<file path="src/rtl/pc_halt_monitor_if.sv">
// Run-control bundle between the core harness and pc_halt_monitor.
// master drives run/pc/history index; slave returns status, counters and history data.
interface pc_halt_monitor_if #(
    parameter int CNT_W      = 32,
    parameter int HIST_DEPTH = 8
);
    localparam int IDX_W = $clog2(HIST_DEPTH);

    logic             run_i;
    logic [31:0]      pc_i;
    logic             halt_o;
    logic             done_o;
    logic             hang_o;
    logic             timeout_o;
    logic [CNT_W-1:0] cycle_cnt_o;
    logic [31:0]      last_pc_o;
    logic [IDX_W-1:0] hist_idx_i;
    logic [31:0]      hist_pc_o;

    modport master (
        output run_i, pc_i, hist_idx_i,
        input  halt_o, done_o, hang_o, timeout_o, cycle_cnt_o, last_pc_o, hist_pc_o
    );

    modport slave (
        input  run_i, pc_i, hist_idx_i,
        output halt_o, done_o, hang_o, timeout_o, cycle_cnt_o, last_pc_o, hist_pc_o
    );
endinterface

</file>
<file path="src/rtl/pc_halt_monitor.sv">
// Run-control monitor: counts RUN cycles, flags END_PC reached, frozen PC or cycle timeout.
// Flags registered (visible the cycle after the exit edge); no backpressure. PC_HIST_EN adds a PC history buffer.
module pc_halt_monitor #(
    parameter logic [31:0] END_PC      = 32'h00000CCC,
    parameter int          MAX_CYCLES  = 100000,
    parameter int          STUCK_LIMIT = 16,
    parameter int          CNT_W       = 32,
    parameter int          HIST_DEPTH  = 8
) (
    input  logic             clk,
    input  logic             rstn,
    pc_halt_monitor_if.slave mon
);
    localparam int SAME_W = $clog2(STUCK_LIMIT + 1);
    localparam int IDX_W  = $clog2(HIST_DEPTH);

    typedef enum logic [2:0] {
        S_IDLE = 3'd0,
        S_RUN  = 3'd1,
        S_DONE = 3'd2,
        S_HANG = 3'd3,
        S_TOUT = 3'd4
    } state_t;

    state_t            state_q, state_d;
    logic [CNT_W-1:0]  cycle_cnt_q;
    logic [CNT_W-1:0]  cnt_inc;
    logic [31:0]       last_pc_q;
    logic              last_pc_vld_q;
    logic [SAME_W-1:0] same_cnt_q;
    logic [SAME_W-1:0] same_inc;
    logic              run_edge;

    // Updated values of this edge; exit conditions look at these, not the old registers.
    assign cnt_inc  = (cycle_cnt_q == {CNT_W{1'b1}}) ? cycle_cnt_q : cycle_cnt_q + 1'b1;
    assign same_inc = (last_pc_vld_q && (mon.pc_i == last_pc_q)) ? same_cnt_q + 1'b1
                                                                 : {SAME_W{1'b0}};
    assign run_edge = (state_q == S_RUN) && mon.run_i;

    always_ff @(posedge clk or negedge rstn) begin
        if (!rstn) begin
            state_q <= S_IDLE;
        end else begin
            state_q <= state_d;
        end
    end

    always_comb begin
        state_d = state_q;
        if (!mon.run_i) begin
            state_d = S_IDLE;
        end else begin
            case (state_q)
                S_IDLE: state_d = S_RUN;
                S_RUN: begin
                    // END_PC outranks hang: programs finish on a self-loop at END_PC.
                    if (mon.pc_i == END_PC)
                        state_d = S_DONE;
                    else if (same_inc == SAME_W'(STUCK_LIMIT))
                        state_d = S_HANG;
                    else if (cnt_inc == CNT_W'(MAX_CYCLES))
                        state_d = S_TOUT;
                    else
                        state_d = S_RUN;
                end
                S_DONE, S_HANG, S_TOUT: state_d = state_q;
                default: state_d = S_IDLE;
            endcase
        end
    end

    always_ff @(posedge clk or negedge rstn) begin
        if (!rstn) begin
            cycle_cnt_q   <= '0;
            last_pc_q     <= '0;
            last_pc_vld_q <= 1'b0;
            same_cnt_q    <= '0;
        end else if ((state_q == S_IDLE) && mon.run_i) begin
            cycle_cnt_q   <= '0;
            last_pc_vld_q <= 1'b0;
            same_cnt_q    <= '0;
        end else if (run_edge) begin
            cycle_cnt_q   <= cnt_inc;
            last_pc_q     <= mon.pc_i;
            last_pc_vld_q <= 1'b1;
            same_cnt_q    <= same_inc;
        end
    end

    assign mon.done_o      = (state_q == S_DONE);
    assign mon.hang_o      = (state_q == S_HANG);
    assign mon.timeout_o   = (state_q == S_TOUT);
    assign mon.halt_o      = mon.done_o | mon.hang_o | mon.timeout_o;
    assign mon.cycle_cnt_o = cycle_cnt_q;
    assign mon.last_pc_o   = last_pc_q;

`ifdef PC_HIST_EN
    logic [31:0]      hist_mem [HIST_DEPTH];
    logic [IDX_W-1:0] wr_ptr_q;
    logic [IDX_W-1:0] rd_ptr;

    always_ff @(posedge clk or negedge rstn) begin
        if (!rstn) begin
            wr_ptr_q <= '0;
            for (int i = 0; i < HIST_DEPTH; i++) hist_mem[i] <= '0;
        end else if (run_edge) begin
            hist_mem[wr_ptr_q] <= mon.pc_i;
            wr_ptr_q           <= wr_ptr_q + 1'b1;
        end
    end

    // Index 0 is the newest entry, i.e. the slot just behind the write pointer.
    assign rd_ptr        = wr_ptr_q - IDX_W'(1) - mon.hist_idx_i;
    assign mon.hist_pc_o = hist_mem[rd_ptr];
`else
    logic [IDX_W-1:0] unused_hist_idx;
    assign unused_hist_idx = mon.hist_idx_i;
    assign mon.hist_pc_o   = 32'h0;
`endif
endmodule
</file>
<file path="src/flat_wrapper.sv">
// flat-port wrapper written by rule: the top's interface ports become plain ports
module pc_halt_monitor_flat 
#(
    parameter logic [31:0] END_PC      = 32'h00000CCC,
    parameter int          MAX_CYCLES  = 100000,
    parameter int          STUCK_LIMIT = 16,
    parameter int          CNT_W       = 32,
    parameter int          HIST_DEPTH  = 8
)
  (clk, rstn, mon_run_i, mon_pc_i, mon_hist_idx_i, mon_halt_o, mon_done_o, mon_hang_o, mon_timeout_o, mon_cycle_cnt_o, mon_last_pc_o, mon_hist_pc_o);
  pc_halt_monitor_if #(.CNT_W(CNT_W), .HIST_DEPTH(HIST_DEPTH)) mon_i ();
  input  logic clk;
  input  logic rstn;
  input wire logic [$bits(mon_i.run_i)-1:0] mon_run_i;
  input wire logic [$bits(mon_i.pc_i)-1:0] mon_pc_i;
  input wire logic [$bits(mon_i.hist_idx_i)-1:0] mon_hist_idx_i;
  output wire logic [$bits(mon_i.halt_o)-1:0] mon_halt_o;
  output wire logic [$bits(mon_i.done_o)-1:0] mon_done_o;
  output wire logic [$bits(mon_i.hang_o)-1:0] mon_hang_o;
  output wire logic [$bits(mon_i.timeout_o)-1:0] mon_timeout_o;
  output wire logic [$bits(mon_i.cycle_cnt_o)-1:0] mon_cycle_cnt_o;
  output wire logic [$bits(mon_i.last_pc_o)-1:0] mon_last_pc_o;
  output wire logic [$bits(mon_i.hist_pc_o)-1:0] mon_hist_pc_o;
  assign mon_i.run_i = mon_run_i;
  assign mon_i.pc_i = mon_pc_i;
  assign mon_i.hist_idx_i = mon_hist_idx_i;
  assign mon_halt_o = mon_i.halt_o;
  assign mon_done_o = mon_i.done_o;
  assign mon_hang_o = mon_i.hang_o;
  assign mon_timeout_o = mon_i.timeout_o;
  assign mon_cycle_cnt_o = mon_i.cycle_cnt_o;
  assign mon_last_pc_o = mon_i.last_pc_o;
  assign mon_hist_pc_o = mon_i.hist_pc_o;
  pc_halt_monitor #(.END_PC(END_PC), .MAX_CYCLES(MAX_CYCLES), .STUCK_LIMIT(STUCK_LIMIT), .CNT_W(CNT_W), .HIST_DEPTH(HIST_DEPTH)) u_core (.clk(clk), .rstn(rstn), .mon(mon_i));
endmodule
</file>
<file path="config.mk">
export PLATFORM = sky130hd
export DESIGN_NAME = pc_halt_monitor_flat
export DESIGN_NICKNAME = d
export VERILOG_FILES = /design/src/rtl/pc_halt_monitor_if.sv /design/src/rtl/pc_halt_monitor.sv /design/src/flat_wrapper.sv
export SDC_FILE = /design/constraint.sdc
export NUM_CORES = 1
export LEC_CHECK = 0
export CORE_MARGIN = 3
export CORE_UTILIZATION = 44
export CTS_CLUSTER_SIZE = 24
export DETAILED_ROUTE_END_ITERATION = 10
export GPL_TIMING_DRIVEN = 0
export PLACE_DENSITY = 0.88
export SLEW_MARGIN = 20
export SYNTH_ARGS = -nofsm -noshare
export SYNTH_HDL_FRONTEND = slang
export SYNTH_SLANG_ARGS = --single-unit
</file>
<file path="constraint.sdc">
create_clock -name clk -period 2.6 [get_ports clk]
set_clock_uncertainty 0.15 [all_clocks]
set_input_delay 0.65 -clock clk [delete_from_list [all_inputs] [get_ports clk]]
set_output_delay 0.65 -clock clk [all_outputs]
set_load 0.005 [all_outputs]
</file>
; After elaboration in Yosys (flattened, before gate mapping)
; Index checks and enable logic that the tools add are counted.
[classes]
addsub = 2
n_eq_ne = 10
muxes = 13
bitwise_logic = 3
reduce_logical = 7
[ops]
columns = operator, count
row1 = $mux W32, 3
row2 = $add A32 B1 Y32 const B, 1
row3 = $eq A32 B12 Y1 const B, 1
row4 = $eq A32 B17 Y1 const B, 1
row5 = $eq A32 B32 Y1, 1
row6 = $eq A32 B32 Y1 const B, 1
row7 = $mux W5, 3
row8 = $mux W3, 4
row9 = $pmux W3 S3, 1
row10 = $eq A3 B2 Y1 const B, 2
row11 = $add A5 B1 Y5 const B, 1
row12 = $eq A5 B5 Y1 const B, 1
row13 = $eq A3 B1 Y1 const B, 1
row14 = $eq A3 B3 Y1 const B, 1
row15 = $logic_and A1 B1 Y1, 3
row16 = $logic_not A3 Y1, 1
row17 = $reduce_or A3 Y1, 1
row18 = $mux W1, 2
row19 = $ne A2 B2 Y1 const B, 1
row20 = $or A1 B1 Y1, 2
row21 = $reduce_and A2 Y1, 1
row22 = $reduce_bool A2 Y1, 1
row23 = $not A1 Y1, 1
[word_totals]
regBits = 73
in_bits = 38
word_cells = 40

; Depth between registers and ports, before layout
[logic_depth]
word_depth = 8
mapped_depth = 11
depth_no_buf = 9

; Least setup slack after synthesis
; No wires, ideal clock.
[synth_timing]
path_type = register to register
startpoint = register u_core.cycle_cnt_q[0], in the netlist u_core.mon.cycle_cnt_o[0]
endpoint = register u_core.state_q[0]
t_arrival_ns = 2.436
required_ns = 2.309
slack_ns = -0.126
path_stages_with_launch = 10
n_path_buf = 1
period_less_slack_ns = 2.726
cell_sequence = dfrtp_1 > ha_1 > clkbuf_1 > and4_1 > nand3_1 > o311a_4 > a211o_1 > a22oi_1 > a31o_2 > a31oi_1
[synth_between]
elab_chain_len = 8
elab_cells_between_ends = 9
[synth_lines]
columns = item, line
row1 = from (decl), pc_halt_monitor.sv:26  ; logic [CNT_W-1:0] cycle_cnt_q;
row2 = from (signal assigned), pc_halt_monitor.sv:83  ; cycle_cnt_q <= cnt_inc;
row3 = $add A32 B1 Y32 or $eq A32 B32 Y1 (tied branches), pc_halt_monitor.sv:35  ; assign cnt_inc = (cycle_cnt_q == {CNT_W{1'b1}}) ? cycle_cnt_q : cycle_cnt_q + 1'b1;
row4 = $mux W32 (*), pc_halt_monitor.sv:35
row5 = $eq A32 B17 Y1 (*), pc_halt_monitor.sv:61  ; else if (cnt_inc == CNT_W'(MAX_CYCLES))
row6 = $mux W3 (*), pc_halt_monitor.sv:61
row7 = $mux W3 (*), pc_halt_monitor.sv:59  ; else if (same_inc == SAME_W'(STUCK_LIMIT))
row8 = $mux W3 (*), pc_halt_monitor.sv:57  ; if (mon.pc_i == END_PC)
row9 = $pmux W3 S3 (*), pc_halt_monitor.sv:53  ; case (state_q)
row10 = $mux W3 (*), pc_halt_monitor.sv:50  ; if (!mon.run_i) begin
row11 = to (signal assigned), pc_halt_monitor.sv:44  ; state_q <= state_d;
row12 = to (decl), pc_halt_monitor.sv:25  ; state_t state_q, state_d;
; Mark *: on every way between the ends. The rest lies on a longest branch, timed or not.
; A chain may end at the register's enable or synchronous reset.

; Final worst setup path
[layout_timing]
startpoint = register u_core.cycle_cnt_q[0], in the netlist u_core.mon.cycle_cnt_o[0]
endpoint = register u_core.state_q[2]
; The elaborated chain is that of the path after synthesis.

==> impl_metrics.tcl <==
set metrics [dict create \
    clk_pin_slew_worst_paths_ns 0.09 \
    end_kind "register" \
    synthSimpleGateAreaFrac_pct 20.83 \
    worstSetupPathType "register to register" \
    finalMaxSlewViolations 0 \
    netlist_area_sq_um 4896 \
    drt_pass1_iterations 5 \
    final_cell_mix "clkdlybuf4s50_1 (93), buf_4 (80), dfrtp_1 (65)" \
    rsz0062_at_grt "yes" \
    synth-xor-area-share_pct 6.977 \
    max-slew-margin-rel_pct 55.14 \
    synth_top_family_by_area "simple AND/OR/NAND/NOR gates" \
    critPathArrivalTime_ns 3.05 \
    dp_hpwl_microns 11060 \
    die-area_sq_um 12430 \
    area_growth_syn_to_layout_pct 44.06 \
    synth-main-ff-cell "dfrtp_1" \
    p_total_mw 3.091 \
    grt_usage_pct 24.80 \
    pin_count 138 \
    ant_nets 0 \
    violations "negative setup slack" \
    final_common_cell "clkdlybuf4s50_1" \
    grt_max_degree 54 \
    place_congestion 0.9273 \
    syn_area_per_cell_sq_um 9.100 \
    fin_hold_ws_ns 0.01687 \
    synth-compound-area-share_pct 16.28 \
    fin_util_pct 66.82 \
    min_period_ns 2.941 \
    clock.fmax_ghz 0.3400 \
    start_kind "register" \
    synth_mux_area_share_pct 8.306 \
    hold_viol_final 0 \
    finalSetupViolCount 2 \
    fp-row-count 37 \
    htree_num_levels 3 \
    hp-class "input port to async pin" \
    numCtsBuffers 9 \
    cts_sinks 73 \
    ctsLongestPathBuffers 2 \
    synthDistinctLibCells 70 \
    grt_pass1_vias 4886 \
    grt_pass1_wl_microns 25050 \
    finalCritPeriodShare_pct 113.1 \
    start_util_pct 46.38 \
    final_cells 865 \
    yosysTopAreaCell "dfrtp_1" \
    drc 0 \
    placed_cells 808 \
    seq_area_frac_synth_pct 37.31 \
    drive_gt1_share_pct 27.02 \
    insertion_delay_ns 0.37 \
    cellLeakagePower_nw 3.006 \
    drt_iter0_markers 356 \
    drt-total-wl_microns 16070 \
    yosysWarnings 0 \
    cap_violations 0 \
    required_ns 2.71 \
    die_y_microns 111.5 \
    clock-root-buffer "clkbuf_8" \
    nets 764 \
    ir_worst_vdd_uv 321.1 \
    port-buffer-count 102 \
    synth-edff-count 0 \
    tritoncts "done" \
    coreArea_sq_um 10560 \
    syn_inst 538 \
    yosysTopAreaCellShare_pct 37.31 \
    synthTopCellsByArea "dfrtp_1 (37%), mux2_2 (6.7%), xnor2_1 (5.9%), buf_4 (5.1%), o21ai_0 (4.5%)" \
    overflow 0 \
    die_w_microns 111.5 \
    postSynth.asyncResetShare_pct 100.0 \
    wl_per_cell_microns 18.58 \
    num_vias 4951 \
    synth_seq_cells 73 \
    setup_tns_ns -0.6315 \
    worst_slack_ns -0.3412 \
    diodes 0 \
    worstPathMaxFanout 7 \
    worst_slew_pin_slew_ns 0.6729 \
    ctsHoldBuffers 0 \
    powerDensity_nw_per_um2 438.3 \
    outcome "finished, violations left" \
    antenna_found_initial 0 \
    synth_fa_ha_area_share_pct 0.5111 \
    post_drt_via_cell_ratio 5.724 \
]
[final timing paths]
kind | from | endpoint | slack, ns | depth (start not counted)
max reg2reg | u_core.mon.cycle_cnt_o[0] | u_core.state_q[2] | -0.34 | 10
max in group asynchronous | rstn | u_core.mon.cycle_cnt_o[1] | 1.71 | 2
min in group clk | u_core.last_pc_vld_q | u_core.last_pc_vld_q | 0.37 | 2
max | u_core.mon.cycle_cnt_o[0] | u_core.state_q[2] | -0.34 | 10
min reg2reg | u_core.last_pc_vld_q | u_core.last_pc_vld_q | 0.37 | 2
min | rstn | u_core.mon.last_pc_o[28] | 0.02 | 1
[through the flow]
step	cell area (sq um)	setup slack, ns
5_1_grt	7053	-0.4222
3_5_place_dp	6287	-0.8593
6_report	7053	-0.3412
2_1_floorplan	5071	-0.03138
4_1_cts	6872	-0.2836
3_3_place_gp	6262	-1.799
[kinds of logic after synthesis]
family | after synthesis
flops | 73
mux | 37
other cells | 1
buf+inv | 76
compound gates | 115
xor+xnor | 39
simple gates | 195
fa+ha+maj | 2
[metal layers]
metal  vias up  global-route usage, %  share of wire [%]
met2       277                  44.11                 50
met1      2349                  29.00                 37
met3        49                  6.576                 10
met4         0                  8.273                3.0
li1       2276                      -                  -
met5         -                      0                  0
[state kept, by name, indices dropped and copies added (netlist names)]
| name | flops |
|---|---|
| u_core.mon.cycle_cnt_o | 32 |
| u_core.mon.last_pc_o | 32 |
| u_core.same_cnt_q | 5 |
| u_core.state_q | 3 |
| u_core.last_pc_vld_q | 1 |
[worst max-delay path: stages, from the launching register on]
cell and delay, ns:
dfrtp_2 0.38, ha_2 0.17, clkbuf_8 0.14, and4_4 0.24, nand3_2 0.21, o311ai_4 0.47
o311a_1 0.25, a31oi_1 0.08, nor3_2 0.34, nand3_2 0.14, o31ai_2 0.27
[synth_stat cells, types with 3 or more instances]
cell type	count
a21oi_1	13
a22o_1	9
a22oi_1	3
a31oi_1	5
and2_1	3
and3_1	5
and4_1	5
buf_1	3
buf_2	3
buf_4	33
buf_6	6
clkbuf_1	14
clkbuf_2	3
dfrtp_1	73
inv_1	12
mux2_2	29
mux2i_1	8
nand2_1	58
nand2b_1	3
nand3_1	19
nand4_1	23
nor2_1	30
nor3_1	21
nor4_1	9
nor4bb_1	3
o211ai_1	3
o21ai_0	44
o22ai_1	4
o31ai_1	8
xnor2_1	33
xor2_1	6
[what timing repair did]
action | CTS | global route
endpoints found under the setup margin | 30 | 18
gates resized for setup | 52 | 20
pin swaps | 16 | 15
setup buffers | 27 | 20
[layout make-up]
class | count | area, sq um
clock buffers | 10 | 127.6
flip-flops and latches | 73 | 1837
repair buffers | 150 | 1404
fillers | 815 | 3502
inverters | 12 | 45.04
plain buffers | 58 | 450.4
multi-input cells | 420 | 2928
well taps | 136 | 170.2
clock inverters | 6 | 91.34
[report_power, final]
part / leakage, nW / internal, mW / switching, mW
clock network: 0.0991 / 0.544 / 0.482
logic: 1.98 / 0.423 / 0.315
registers: 0.930 / 1.23 / 0.0957
Note: power is estimated with default switching activity, not from simulation.
